$ cat src/rtl/ph_pwm_pkg.sv
// Shared constants for the multi-phase PWM block: FSM encoding and period defaults.
// Optional dead-time insertion elsewhere in this slice is enabled by PH_PWM_DEADTIME_EN.
package ph_pwm_pkg;

  localparam logic [0:0] ST_IDLE = 1'b0;
  localparam logic [0:0] ST_RUN  = 1'b1;

  localparam int DEF_PERIOD_C = 1000;
  // Periods below this are clamped so the counter always has a wrap cycle.
  localparam int MIN_PERIOD   = 2;

endpackage

$ cat src/rtl/multi_ph_pwm_if.sv
// Control/output bundle for multi_ph_pwm; deadtime/pwm_n exist only with PH_PWM_DEADTIME_EN.
// load is a one-cycle strobe with no ready: values on *_in are captured on every cycle load=1.
interface multi_ph_pwm_if #(
  parameter int NCH  = 3,
  parameter int CW   = 16,
  parameter int DT_W = 8
) ();

  logic                enable;
  logic                load;
  logic [CW-1:0]       period_in;
  logic [NCH*CW-1:0]   duty_in;
  logic [NCH*CW-1:0]   phase_in;
  logic                pend;
  logic                sync;
  logic [NCH-1:0]      pwm;
  logic [0:0]          dbg_state;
  logic [CW-1:0]       dbg_cnt;
`ifdef PH_PWM_DEADTIME_EN
  logic [DT_W-1:0]     deadtime;
  logic [NCH-1:0]      pwm_n;

  modport master (
    output enable, load, period_in, duty_in, phase_in, deadtime,
    input  pend, sync, pwm, pwm_n, dbg_state, dbg_cnt
  );
  modport slave (
    input  enable, load, period_in, duty_in, phase_in, deadtime,
    output pend, sync, pwm, pwm_n, dbg_state, dbg_cnt
  );
`else
  modport master (
    output enable, load, period_in, duty_in, phase_in,
    input  pend, sync, pwm, dbg_state, dbg_cnt
  );
  modport slave (
    input  enable, load, period_in, duty_in, phase_in,
    output pend, sync, pwm, dbg_state, dbg_cnt
  );
`endif

  if (NCH < 1 || NCH > 16 || CW < 2 || DT_W < 1) begin : g_bad_param
    $error("multi_ph_pwm_if: parameter out of range");
  end

endinterface

$ cat src/rtl/ph_pwm_deadtime.sv
// Per-channel dead-time inserter: delays rising edges of either side by deadtime cycles.
// Only compiled and instantiated when PH_PWM_DEADTIME_EN is defined.
`ifdef PH_PWM_DEADTIME_EN
module ph_pwm_deadtime #(
  parameter int DT_W = 8
) (
  input  logic            clk,
  input  logic            reset,
  input  logic            run,
  input  logic            raw,
  input  logic [DT_W-1:0] deadtime,
  output logic            pwm_h,
  output logic            pwm_l
);

  logic            lvl;
  logic [DT_W-1:0] age;
  logic [DT_W-1:0] age_nx;
  logic            settled;

  // age counts cycles the raw level has been stable; it restarts at 0 on every change.
  always_comb begin
    age_nx = '0;
    if (raw == lvl) age_nx = (&age) ? age : age + DT_W'(1);
  end

  assign settled = (age_nx >= deadtime);

  always_ff @(posedge clk) begin
    if (reset || !run) begin
      lvl   <= 1'b0;
      age   <= '0;
      pwm_h <= 1'b0;
      pwm_l <= 1'b0;
    end else begin
      lvl   <= raw;
      age   <= age_nx;
      pwm_h <= raw && settled;
      pwm_l <= !raw && settled;
    end
  end

endmodule
`endif

$ cat src/rtl/multi_ph_pwm.sv
// N-channel phase-shifted PWM: master counter, IDLE/RUN FSM, shadow/active banks, comparators.
// Define PH_PWM_DEADTIME_EN for complementary outputs with dead-time insertion.
module multi_ph_pwm
  import ph_pwm_pkg::*;
#(
  parameter int NCH        = 3,
  parameter int CW         = 16,
  parameter int DEF_PERIOD = DEF_PERIOD_C,
  parameter int DT_W       = 8
) (
  input  logic           clk,
  input  logic           reset,
  multi_ph_pwm_if.slave  bus
);

  logic [0:0]     state;
  logic [CW-1:0]  cnt;
  logic           pend;
  logic           sync_q;
  logic [CW-1:0]  act_period, sh_period, per_eff;
  logic [CW-1:0]  act_duty  [NCH];
  logic [CW-1:0]  act_phase [NCH];
  logic [CW-1:0]  sh_duty   [NCH];
  logic [CW-1:0]  sh_phase  [NCH];
  logic [NCH-1:0] raw;
  logic           run_ok, wrap, at_bound, take_in, take_sh;

  assign per_eff  = (act_period < CW'(MIN_PERIOD)) ? CW'(MIN_PERIOD) : act_period;
  assign run_ok   = (state == ST_RUN) && bus.enable;
  assign wrap     = (cnt >= per_eff - CW'(1));
  // Active registers may change only while idle or on the wrap cycle of a running period.
  assign at_bound = (state == ST_IDLE) || (bus.enable && wrap);
  assign take_in  = bus.load && at_bound;
  assign take_sh  = pend && at_bound;

  always_ff @(posedge clk) begin
    if (reset) begin
      state      <= ST_IDLE;
      cnt        <= '0;
      pend       <= 1'b0;
      sync_q     <= 1'b0;
      act_period <= CW'(DEF_PERIOD);
      sh_period  <= CW'(DEF_PERIOD);
      for (int i = 0; i < NCH; i++) begin
        act_duty[i]  <= '0;
        act_phase[i] <= '0;
        sh_duty[i]   <= '0;
        sh_phase[i]  <= '0;
      end
    end else begin
      sync_q <= run_ok && (cnt == '0);
      if (bus.load) begin
        sh_period <= bus.period_in;
        for (int i = 0; i < NCH; i++) begin
          sh_duty[i]  <= bus.duty_in[i*CW +: CW];
          sh_phase[i] <= bus.phase_in[i*CW +: CW];
        end
      end
      // A strobe on the boundary cycle is newer than anything in the shadow, so it wins.
      if (take_in) begin
        act_period <= bus.period_in;
        for (int i = 0; i < NCH; i++) begin
          act_duty[i]  <= bus.duty_in[i*CW +: CW];
          act_phase[i] <= bus.phase_in[i*CW +: CW];
        end
      end else if (take_sh) begin
        act_period <= sh_period;
        for (int i = 0; i < NCH; i++) begin
          act_duty[i]  <= sh_duty[i];
          act_phase[i] <= sh_phase[i];
        end
      end
      pend <= at_bound ? 1'b0 : (pend | bus.load);
      case (state)
        ST_IDLE: begin
          cnt <= '0;
          if (bus.enable) state <= ST_RUN;
        end
        ST_RUN: begin
          if (!bus.enable) begin
            state <= ST_IDLE;
            cnt   <= '0;
          end else begin
            cnt <= wrap ? '0 : cnt + CW'(1);
          end
        end
        default: begin
          state <= ST_IDLE;
          cnt   <= '0;
        end
      endcase
    end
  end

  for (genvar i = 0; i < NCH; i++) begin : g_ch
    logic [CW-1:0] ph;
    logic [CW:0]   sum;
    logic [CW:0]   cpos;
    assign ph      = (act_phase[i] >= per_eff) ? '0 : act_phase[i];
    assign sum     = {1'b0, cnt} + {1'b0, ph};
    assign cpos    = (sum >= {1'b0, per_eff}) ? sum - {1'b0, per_eff} : sum;
    assign raw[i]  = (cpos < {1'b0, act_duty[i]});
  end

`ifdef PH_PWM_DEADTIME_EN
  logic [NCH-1:0] hi, lo;
  for (genvar i = 0; i < NCH; i++) begin : g_dt
    ph_pwm_deadtime #(.DT_W(DT_W)) u_dt (
      .clk      (clk),
      .reset    (reset),
      .run      (run_ok),
      .raw      (raw[i]),
      .deadtime (bus.deadtime),
      .pwm_h    (hi[i]),
      .pwm_l    (lo[i])
    );
  end
  assign bus.pwm   = hi;
  assign bus.pwm_n = lo;
`else
  logic [NCH-1:0] pwm_q;
  always_ff @(posedge clk) begin
    if (reset) pwm_q <= '0;
    else       pwm_q <= run_ok ? raw : '0;
  end
  assign bus.pwm = pwm_q;
`endif

  assign bus.pend      = pend;
  assign bus.sync      = sync_q;
  assign bus.dbg_state = state;
  assign bus.dbg_cnt   = cnt;

  if (NCH < 1 || NCH > 16 || CW < 2 || DT_W < 1) begin : g_bad_param
    $error("multi_ph_pwm: parameter out of range");
  end

endmodule
$ cat src/flat_wrapper.sv
// flat-port wrapper written by rule: the top's interface ports become plain ports
module multi_ph_pwm_flat import ph_pwm_pkg::*;
#(
  parameter int NCH        = 3,
  parameter int CW         = 16,
  parameter int DEF_PERIOD = DEF_PERIOD_C,
  parameter int DT_W       = 8
)
  (clk, reset, bus_enable, bus_load, bus_period_in, bus_duty_in, bus_phase_in, bus_pend, bus_sync, bus_pwm, bus_dbg_state, bus_dbg_cnt);
  multi_ph_pwm_if #(.NCH(NCH), .CW(CW), .DT_W(DT_W)) bus_i ();
  input  logic clk;
  input  logic reset;
  input wire logic [$bits(bus_i.enable)-1:0] bus_enable;
  input wire logic [$bits(bus_i.load)-1:0] bus_load;
  input wire logic [$bits(bus_i.period_in)-1:0] bus_period_in;
  input wire logic [$bits(bus_i.duty_in)-1:0] bus_duty_in;
  input wire logic [$bits(bus_i.phase_in)-1:0] bus_phase_in;
  output wire logic [$bits(bus_i.pend)-1:0] bus_pend;
  output wire logic [$bits(bus_i.sync)-1:0] bus_sync;
  output wire logic [$bits(bus_i.pwm)-1:0] bus_pwm;
  output wire logic [$bits(bus_i.dbg_state)-1:0] bus_dbg_state;
  output wire logic [$bits(bus_i.dbg_cnt)-1:0] bus_dbg_cnt;
  assign bus_i.enable = bus_enable;
  assign bus_i.load = bus_load;
  assign bus_i.period_in = bus_period_in;
  assign bus_i.duty_in = bus_duty_in;
  assign bus_i.phase_in = bus_phase_in;
  assign bus_pend = bus_i.pend;
  assign bus_sync = bus_i.sync;
  assign bus_pwm = bus_i.pwm;
  assign bus_dbg_state = bus_i.dbg_state;
  assign bus_dbg_cnt = bus_i.dbg_cnt;
  multi_ph_pwm #(.NCH(NCH), .CW(CW), .DEF_PERIOD(DEF_PERIOD), .DT_W(DT_W)) u_core (.clk(clk), .reset(reset), .bus(bus_i));
endmodule
$ cat config.mk
export PLATFORM = sky130hd
export DESIGN_NAME = multi_ph_pwm_flat
export DESIGN_NICKNAME = d
export VERILOG_FILES = /design/src/rtl/ph_pwm_pkg.sv /design/src/rtl/multi_ph_pwm_if.sv /design/src/rtl/ph_pwm_deadtime.sv /design/src/rtl/multi_ph_pwm.sv /design/src/flat_wrapper.sv
export SDC_FILE = /design/constraint.sdc
export NUM_CORES = 1
export LEC_CHECK = 0
export CAP_MARGIN = 10
export CORE_UTILIZATION = 35
export CTS_BUF_LIST = sky130_fd_sc_hd__clkbuf_4
export CTS_CLUSTER_DIAMETER = 200
export DETAILED_ROUTE_END_ITERATION = 7
export PLACE_DENSITY = 0.48
export SYNTH_ARGS = -nofsm -noshare
export SYNTH_HDL_FRONTEND = slang
export SYNTH_SLANG_ARGS = --single-unit
$ cat constraint.sdc
create_clock -name clk -period 10.2 [get_ports clk]
set_clock_uncertainty 0.15 [all_clocks]
set_input_delay 2.04 -clock clk [delete_from_list [all_inputs] [get_ports clk]]
set_output_delay 2.04 -clock clk [all_outputs]
set_load 0.1 [all_outputs]
==> metrics.log <==
[metrics] fillers: roughly 4900
[metrics] overall track demand over capacity in global routing: 20.7%
[metrics] final worst slack: 841 ps
[metrics] grt total ovfl: 0
[metrics] total via count after detailed routing: 13900
[metrics] Port Buffers: 137
[metrics] slack of the worst reg-to-reg path: 840 ps
[metrics] Clock Tree Buf Depth: 3
[metrics] clock insertion delay at the later pin of the skew report: roughly 810 ps
[metrics] per-cell via count in the routed design: 5.28
[metrics] Root Buffer Master: sky130_fd_sc_hd__clkbuf_4
[metrics] total of warnings raised by yosys: 0
[metrics] via count of the first global-routing pass: 13900
[metrics] PwrDens: 150 nW/µm²
[metrics] post-synthesis cell area: 17700 µm²
[metrics] Worst Hold Class: register to register
[metrics] fraction of final layout cells sized beyond drive strength 1: 10.5%
[metrics] final core utilization: 42.0%
[metrics] EDFF count, synth: 192
[metrics] final count of negative-setup-slack endpoints: 0
[metrics] internal cell power: 2.09 mW
[metrics] timing-limited maximum frequency: 107 MHz
[metrics] crit path time final: 9360 ps
[metrics] FFs w/ async S/R, synth: 0%
[metrics] Final Cycle Share: 91.8%
[metrics] switching power total: 1.03 mW
[metrics] count of nets left with antenna violations after detail routing: 0
[metrics] portion of total power attributed to sequential cells: a little under 40%
[metrics] net switching share of the total power: 32.9%
[metrics] CP Buf/Inv Count: 2
[metrics] maximum cell stage delay along the critical path: about 420 ps
[metrics] number of violations of the max-capacitance limit: 0
[metrics] Final Max Slew Viols: 0
[metrics] required time of the worst setup path: 10760 ps
[metrics] clock power share: 30.4%
[metrics] effective utilization at floorplan: a little over a third
[metrics] pin count of the biggest net entering global routing: 97
[metrics] share of the yosys chip area belonging to registers: 38.8%
[metrics] floorplan row count: 81
[metrics] synthesized netlist net count: around 2100
[metrics] Horiz. Die Dim: 227 µm
[metrics] Setup crit start kind: register
[metrics] count of different cell masters after synthesis: 79
[metrics] top cell family by delay on the critical path: compound AO/OA/AOI/OAI gates
[metrics] number of antenna violations at the first check in global routing: 3
[metrics] Worst-Margin Slew: 1000 ps
[metrics] combinational group share of total power: 31.0%
[metrics] DRT iter0 DRCs: 857
[metrics] worst vdd rail ir drop: 80.9 µV
[metrics] unrepaired setup endpoints after global routing: no
[metrics] Fin Setup TNS: 0 ps
[metrics] Most common cell on crit path: sky130_fd_sc_hd__a21o_1
[metrics] synthesized area per cell: 10.1 µm²
[metrics] CTS tree: yes
[metrics] combined area of the multi-input logic cells: 10200 µm²
[metrics] total clock buffers created by CTS: 74
[metrics] post-detailed-routing wire length: 51800 µm
[metrics] number of buffers added to fix hold violations after cts: 0
[metrics] Die Span Y: 227 µm
[metrics] Detailed Routing Iterations Pass 1: 5
[metrics] Ports: ~140
[metrics] #FFs+latches synth: about 250
[metrics] post-placement setup slack: around 550 ps
[metrics] ys flop type: sky130_fd_sc_hd__edfxtp_1
[metrics] Die Footprint: 51400 µm²
[metrics] last weighted congestion value of the routability-driven placer: 0.890
[metrics] relative slew slack: between 30 and 40%
[metrics] clk sinks: 246
[metrics] floorplan core area: 49400 µm²
[metrics] Arrival @ worst endpoint: slightly below 10000 ps
[metrics] half-perimeter wire length of the detailed placement result: 38200 µm
[metrics] level count of the clock H-tree: 3
[metrics] # nets final: 2248
[metrics] category of the worst setup path capture point: register
[metrics] run status: finished clean
[metrics] maximum fanout count along the critical path: 17
[metrics] sequential cell area: between 6000 and 7000 µm²
[metrics] WL/cell: slightly below 20 µm
[metrics] layout overhead on the synthesized area: 17.5%
[metrics] clock-pin transition on the worst setup and hold timing paths: about 60 ps
[metrics] number of cells produced by synthesis: ~1700
[metrics] endpoints failing hold: 0
[metrics] Post-route DRC: 0
[metrics] crit path kind: register to register
[metrics] cell leakage power: approximately 9 nW
[metrics] slowest stage cell on the critical path: sky130_fd_sc_hd__dfxtp_1
[metrics] global-route wire length before repair: 79800 µm
-- final timing paths --
path,from,to,cells after the start
min reg2reg,u_core.sh_period[5],u_core.sh_period[5],2
min,u_core.sh_period[5],u_core.sh_period[5],2
max reg2reg,u_core.act_period[7],u_core.bus.pwm[2],41
max,u_core.act_period[7],u_core.bus.pwm[2],41
-- per-layer routing --
metal | part of all wire [%] | vias to the layer above | global-route usage, % | wire [µm]
li1 | - | 6909 | - | -
met1 | 47 | 6660 | 27.3 | 24100
met2 | 46 | 291 | 32.8 | 23700
met3 | 5.2 | 81 | 5.24 | 2670
met4 | 2.7 | 0 | 7.52 | 1380
met5 | 0 | - | 0 | 0
-- sequential cells by signal (all words and copies together) (netlist names) --
signal	count
u_core.sh_duty	48
u_core.bus.dbg_cnt	16
u_core.sh_phase	48
u_core.bus.dbg_state	1
u_core.sh_period	16
u_core.bus.pwm	3
u_core.act_duty	48
u_core.act_period	16
u_core.bus.pend	1
u_core.act_phase	48
u_core.bus.sync	1
-- worst reg2reg max path: cells and delay by family (launching register included) --
| kind | cells | cell delay (ps) |
|---|---|---|
| multiplexers | 1 | 350 |
| AO/OA/AOI/OAI | 24 | 4790 |
| buffers and inverters | 2 | 390 |
| XOR/XNOR | 1 | 230 |
| flip-flops | 1 | 420 |
| adder cells (fa/ha/maj) | 5 | 1520 |
| AND/OR/NAND/NOR | 8 | 1420 |
-- per-stage QoR --
stage / hold slack, ps / cells / total power, mW / area (µm²)
finish: 303 / 2642 / 3.12 / 20700
global route: 320 / 2642 / 3.35 / 20700
CTS: 305 / 2638 / 3.16 / 20700
detailed placement: 295 / 2506 / 2.18 / 19800
global placement: 290 / 2506 / 2.17 / 19800
floorplan: 280 / 1741 / 1.91 / 17700
-- repair_timing --
action / in CTS / in global routing
setup endpoints to repair: 0 / 2
gates resized for setup: 0 / 6
buffers inserted: 0 / 0
-- cells in the final DEF, fill, tap and decap left out, types with 59 or more instances in the layout --
cell | synthesis | layout
sky130_fd_sc_hd__ha_1 | 208 | 208
sky130_fd_sc_hd__edfxtp_1 | 192 | 192
sky130_fd_sc_hd__inv_1 | 116 | 114
sky130_fd_sc_hd__and2_1 | 100 | 100
sky130_fd_sc_hd__o21ai_0 | 59 | 59
sky130_fd_sc_hd__nor2_1 | 119 | 119
sky130_fd_sc_hd__xnor2_1 | 68 | 68
sky130_fd_sc_hd__a22o_1 | 102 | 102
sky130_fd_sc_hd__a21oi_1 | 103 | 103
sky130_fd_sc_hd__clkdlybuf4s50_1 | 0 | 137
sky130_fd_sc_hd__clkbuf_4 | 0 | 103
-- cells in the mapped netlist, types with 13 or more instances --
cell type	number	share of area [%]
sky130_fd_sc_hd__a21boi_0	33	1.4
sky130_fd_sc_hd__a21o_1	58	2.5
sky130_fd_sc_hd__a21oi_1	103	2.9
sky130_fd_sc_hd__a22o_1	102	5.1
sky130_fd_sc_hd__and2_1	100	3.5
sky130_fd_sc_hd__clkbuf_1	40	0.85
sky130_fd_sc_hd__dfxtp_1	54	6.1
sky130_fd_sc_hd__edfxtp_1	192	33
sky130_fd_sc_hd__ha_1	208	15
sky130_fd_sc_hd__inv_1	116	2.5
sky130_fd_sc_hd__mux2_2	35	2.2
sky130_fd_sc_hd__mux2i_1	13	0.74
sky130_fd_sc_hd__nand2_1	57	1.2
sky130_fd_sc_hd__nand2b_1	35	1.2
sky130_fd_sc_hd__nand3_1	27	0.76
sky130_fd_sc_hd__nand4_1	26	0.92
sky130_fd_sc_hd__nor2_1	119	2.5
sky130_fd_sc_hd__nor2b_1	27	0.96
sky130_fd_sc_hd__nor3_1	29	0.82
sky130_fd_sc_hd__o21a_1	27	1.1
sky130_fd_sc_hd__o21ai_0	59	1.7
sky130_fd_sc_hd__xnor2_1	68	3.4
sky130_fd_sc_hd__xor2_1	26	1.3
-- power groups by stage --
stage	Sequential, mW	Clock, mW	Combinational, mW
2_1_floorplan	1.22	0	0.697
3_3_place_gp	1.22	0	0.948
3_5_place_dp	1.22	0	0.962
4_1_cts	1.20	0.991	0.969
5_1_grt	1.21	1.05	1.09
6_report	1.20	0.948	0.967
-- logic make-up after synthesis --
logic type / share of synthesized area (%)
AO/OA/AOI/OAI: 20.2
XOR/XNOR: 4.66
adder cells (fa/ha/maj): 15.4
buffers and inverters: 3.92
flip-flops: 38.8
multiplexers: 3.22
AND/OR/NAND/NOR: 13.8
-- final cells by class --
cell class                      instances  share of cell area [%]
Timing Repair Buffer                  157                    7.33
Tap cell                              664                    4.00
Clock buffer                          103                    3.73
Sequential cell                       246                    33.0
Antenna cell                            4                  0.0482
Multi-Input combinational cell       1323                    49.0
Clock inverter                         29                   0.760
Inverter                              116                    2.13
Power figures use the tool's default switching activity.
==> edit (same settings) <==
`CW` is set to 16 in 3 places; all go to 8.
--- a/src/rtl/multi_ph_pwm_if.sv
+++ b/src/rtl/multi_ph_pwm_if.sv
@@ -4,3 +4,3 @@
   parameter int NCH  = 3,
-  parameter int CW   = 16,
+  parameter int CW   = 8,
   parameter int DT_W = 8
--- a/src/rtl/multi_ph_pwm.sv
+++ b/src/rtl/multi_ph_pwm.sv
@@ -6,3 +6,3 @@
   parameter int NCH        = 3,
-  parameter int CW         = 16,
+  parameter int CW         = 8,
   parameter int DEF_PERIOD = DEF_PERIOD_C,
--- a/src/flat_wrapper.sv
+++ b/src/flat_wrapper.sv
@@ -4,3 +4,3 @@
   parameter int NCH        = 3,
-  parameter int CW         = 16,
+  parameter int CW         = 8,
   parameter int DEF_PERIOD = DEF_PERIOD_C,
Interface: changed (resized bus_dbg_cnt, bus_duty_in, bus_period_in and bus_phase_in); port bits go from 138 to 74. The function was not compared with the original's and may differ.
==> edit against the original RTL <==
  * Routed wire length decreased by 60%
  * Worst setup slack better by 2100 ps
  * Combinational power shrank 68%
  * Cell area down 52%
  * Sequential cell count decreased by 120
  * Sequential power fell by 49%
  * Total power decreased by 58%
  * Via count fell by 54%
  * Synthesized area fell by 52%
  * Sequential share of layout area increased by 2.1 points
  * Critical endpoint is now u_core.bus.pwm[1]
  * Largest power group unchanged
  * Highest routed layer unchanged
==> edit: results (changes against the original RTL) <==
largest cells by area after synthesis edfxtp_1 (34%), ha_1 (15%), dfxtp_1 (7.1%); first-pass GRT wire length 33.49 mm (-58%); crit-path max cell delay 390 ps (-30 ps); maximum vdd ir drop 0.00006574 V (-19%); met1 Use GR 26.14% (-1.1 points); Seq/total area 35.14% (+2.1 points); Layout fillers 2367 (-52%); Critical Path AT 7530 ps (-2390 ps); Non-CTS buffers 80 (-49%); Via density 4.998 (-5.3%); Layout Nets 1109 (-51%); internal power 0.9086 mW (-57%); hpwl dp 15.53 mm (-59%); family with the most delay on the worst path simple AND/OR/NAND/NOR gates; DRT Pass-1 Iters 4 (-1); worst r2r path cells 34 (-17%); status complete, no violations; top post-synthesis cells by count ha_1 (104), nor2_1 (103), edfxtp_1 (96); proportion of layout cells with a drive suffix above 1 6.092% (-4.4 points); crit-path max FO 8 (-9); CTS Buffer Depth 2 (-1); Core Region 0.02361 sq mm (-52%); Slew HR 29.63% (-3.5 points); ant diodes 1 (-3); placer's final routability congestion estimate 0.8093 (-9.0%); Non-clock buffering overhead 7.902% (+0.57 points); Port Buf Inserts 73 (-47%); overall routing resource usage 17.88% (-2.9 points); TritonCTS Buffers 17 (-77%); initial antenna violation count 2 (-1); Leakage Power 4.204 nW (-53%); clk slew on worst S/H paths 130 ps (+70 ps); grt met3 use 2.710% (-2.5 points); met2 global-route usage 26.73% (-6.0 points); CP max stage cell mux2_2; largest net degree at the start of global routing 50 (-48%); clock latency reported for the late side of the worst-skew pair 550 ps (-260 ps); final sequential cell count 126 (-49%); Syn Nets 1032 (-50%); Final clock-cell share 3.181% (-1.3 points); initial drt markers 214 (-75%); htree depth 4 (+1)
## edit: cell types whose count changed after synthesis, moves of 28 or more
cell,unedited run,this run
a22o_1,102,2
a21boi_0,33,0
ha_1,208,104
mux2_2,35,7
xnor2_1,68,25
a21o_1,58,26
and2_1,100,72
edfxtp_1,192,96
inv_1,116,50
## edit: cell families (layout without fill, tap and decap cells)
kind of cell	count (synthesis)	in the layout	share of synthesized area, %
xor gates and xnor gates	40	40	4.122
DFF	126	126	40.98
muxes	12	12	1.516
AOI/OAI and AO/OA	212	212	16.08
and+or+nand+nor	290	290	17.22
adders and majority gates	110	110	16.72
buffers and inverters	72	162	3.356
other	0	1	0
## edit: final timing paths
| kind | startpoint | to |
|---|---|---|
| setup reg to reg | u_core.act_period[7] | u_core.bus.pwm[1] |
| hold reg to reg | u_core.sh_period[1] | u_core.sh_period[1] |
| setup / recovery | u_core.act_period[7] | u_core.bus.pwm[1] |
| hold / removal | u_core.sh_period[1] | u_core.sh_period[1] |
## edit: power by group through the flow
stage               logic (mW)  clock network, mW  registers (mW)
finish                   0.312              0.399           0.608
global route             0.354              0.432           0.613
CTS                      0.315              0.414           0.608
detailed placement       0.313                  0           0.620
global placement         0.315                  0           0.620
floorplan                0.219                  0           0.622
## edit: through the flow
step                      setup slack, ps  instance area (sq um)  instances  hold slack (ps)  total power [mW]
final                                2977                   9912       1272            388.3             1.319
after global routing                 2301                   9912       1272            402.6             1.398
after CTS                            2940                   9910       1271            389.2             1.338
after detailed placement             2985                   9594       1239            367.9            0.9332
after global placement               2963                   9594       1239            356.8            0.9344
after floorplan                      3874                   8499        862            325.5            0.8404
## edit: per-layer routing
metal	share of wire [%]	vias to the layer above	routed length [microns]
met1	53	2974	11040
li1	-	3270	-
met5	0	-	0
met2	42	94	8843
met3	2.7	19	570
met4	1.9	0	391
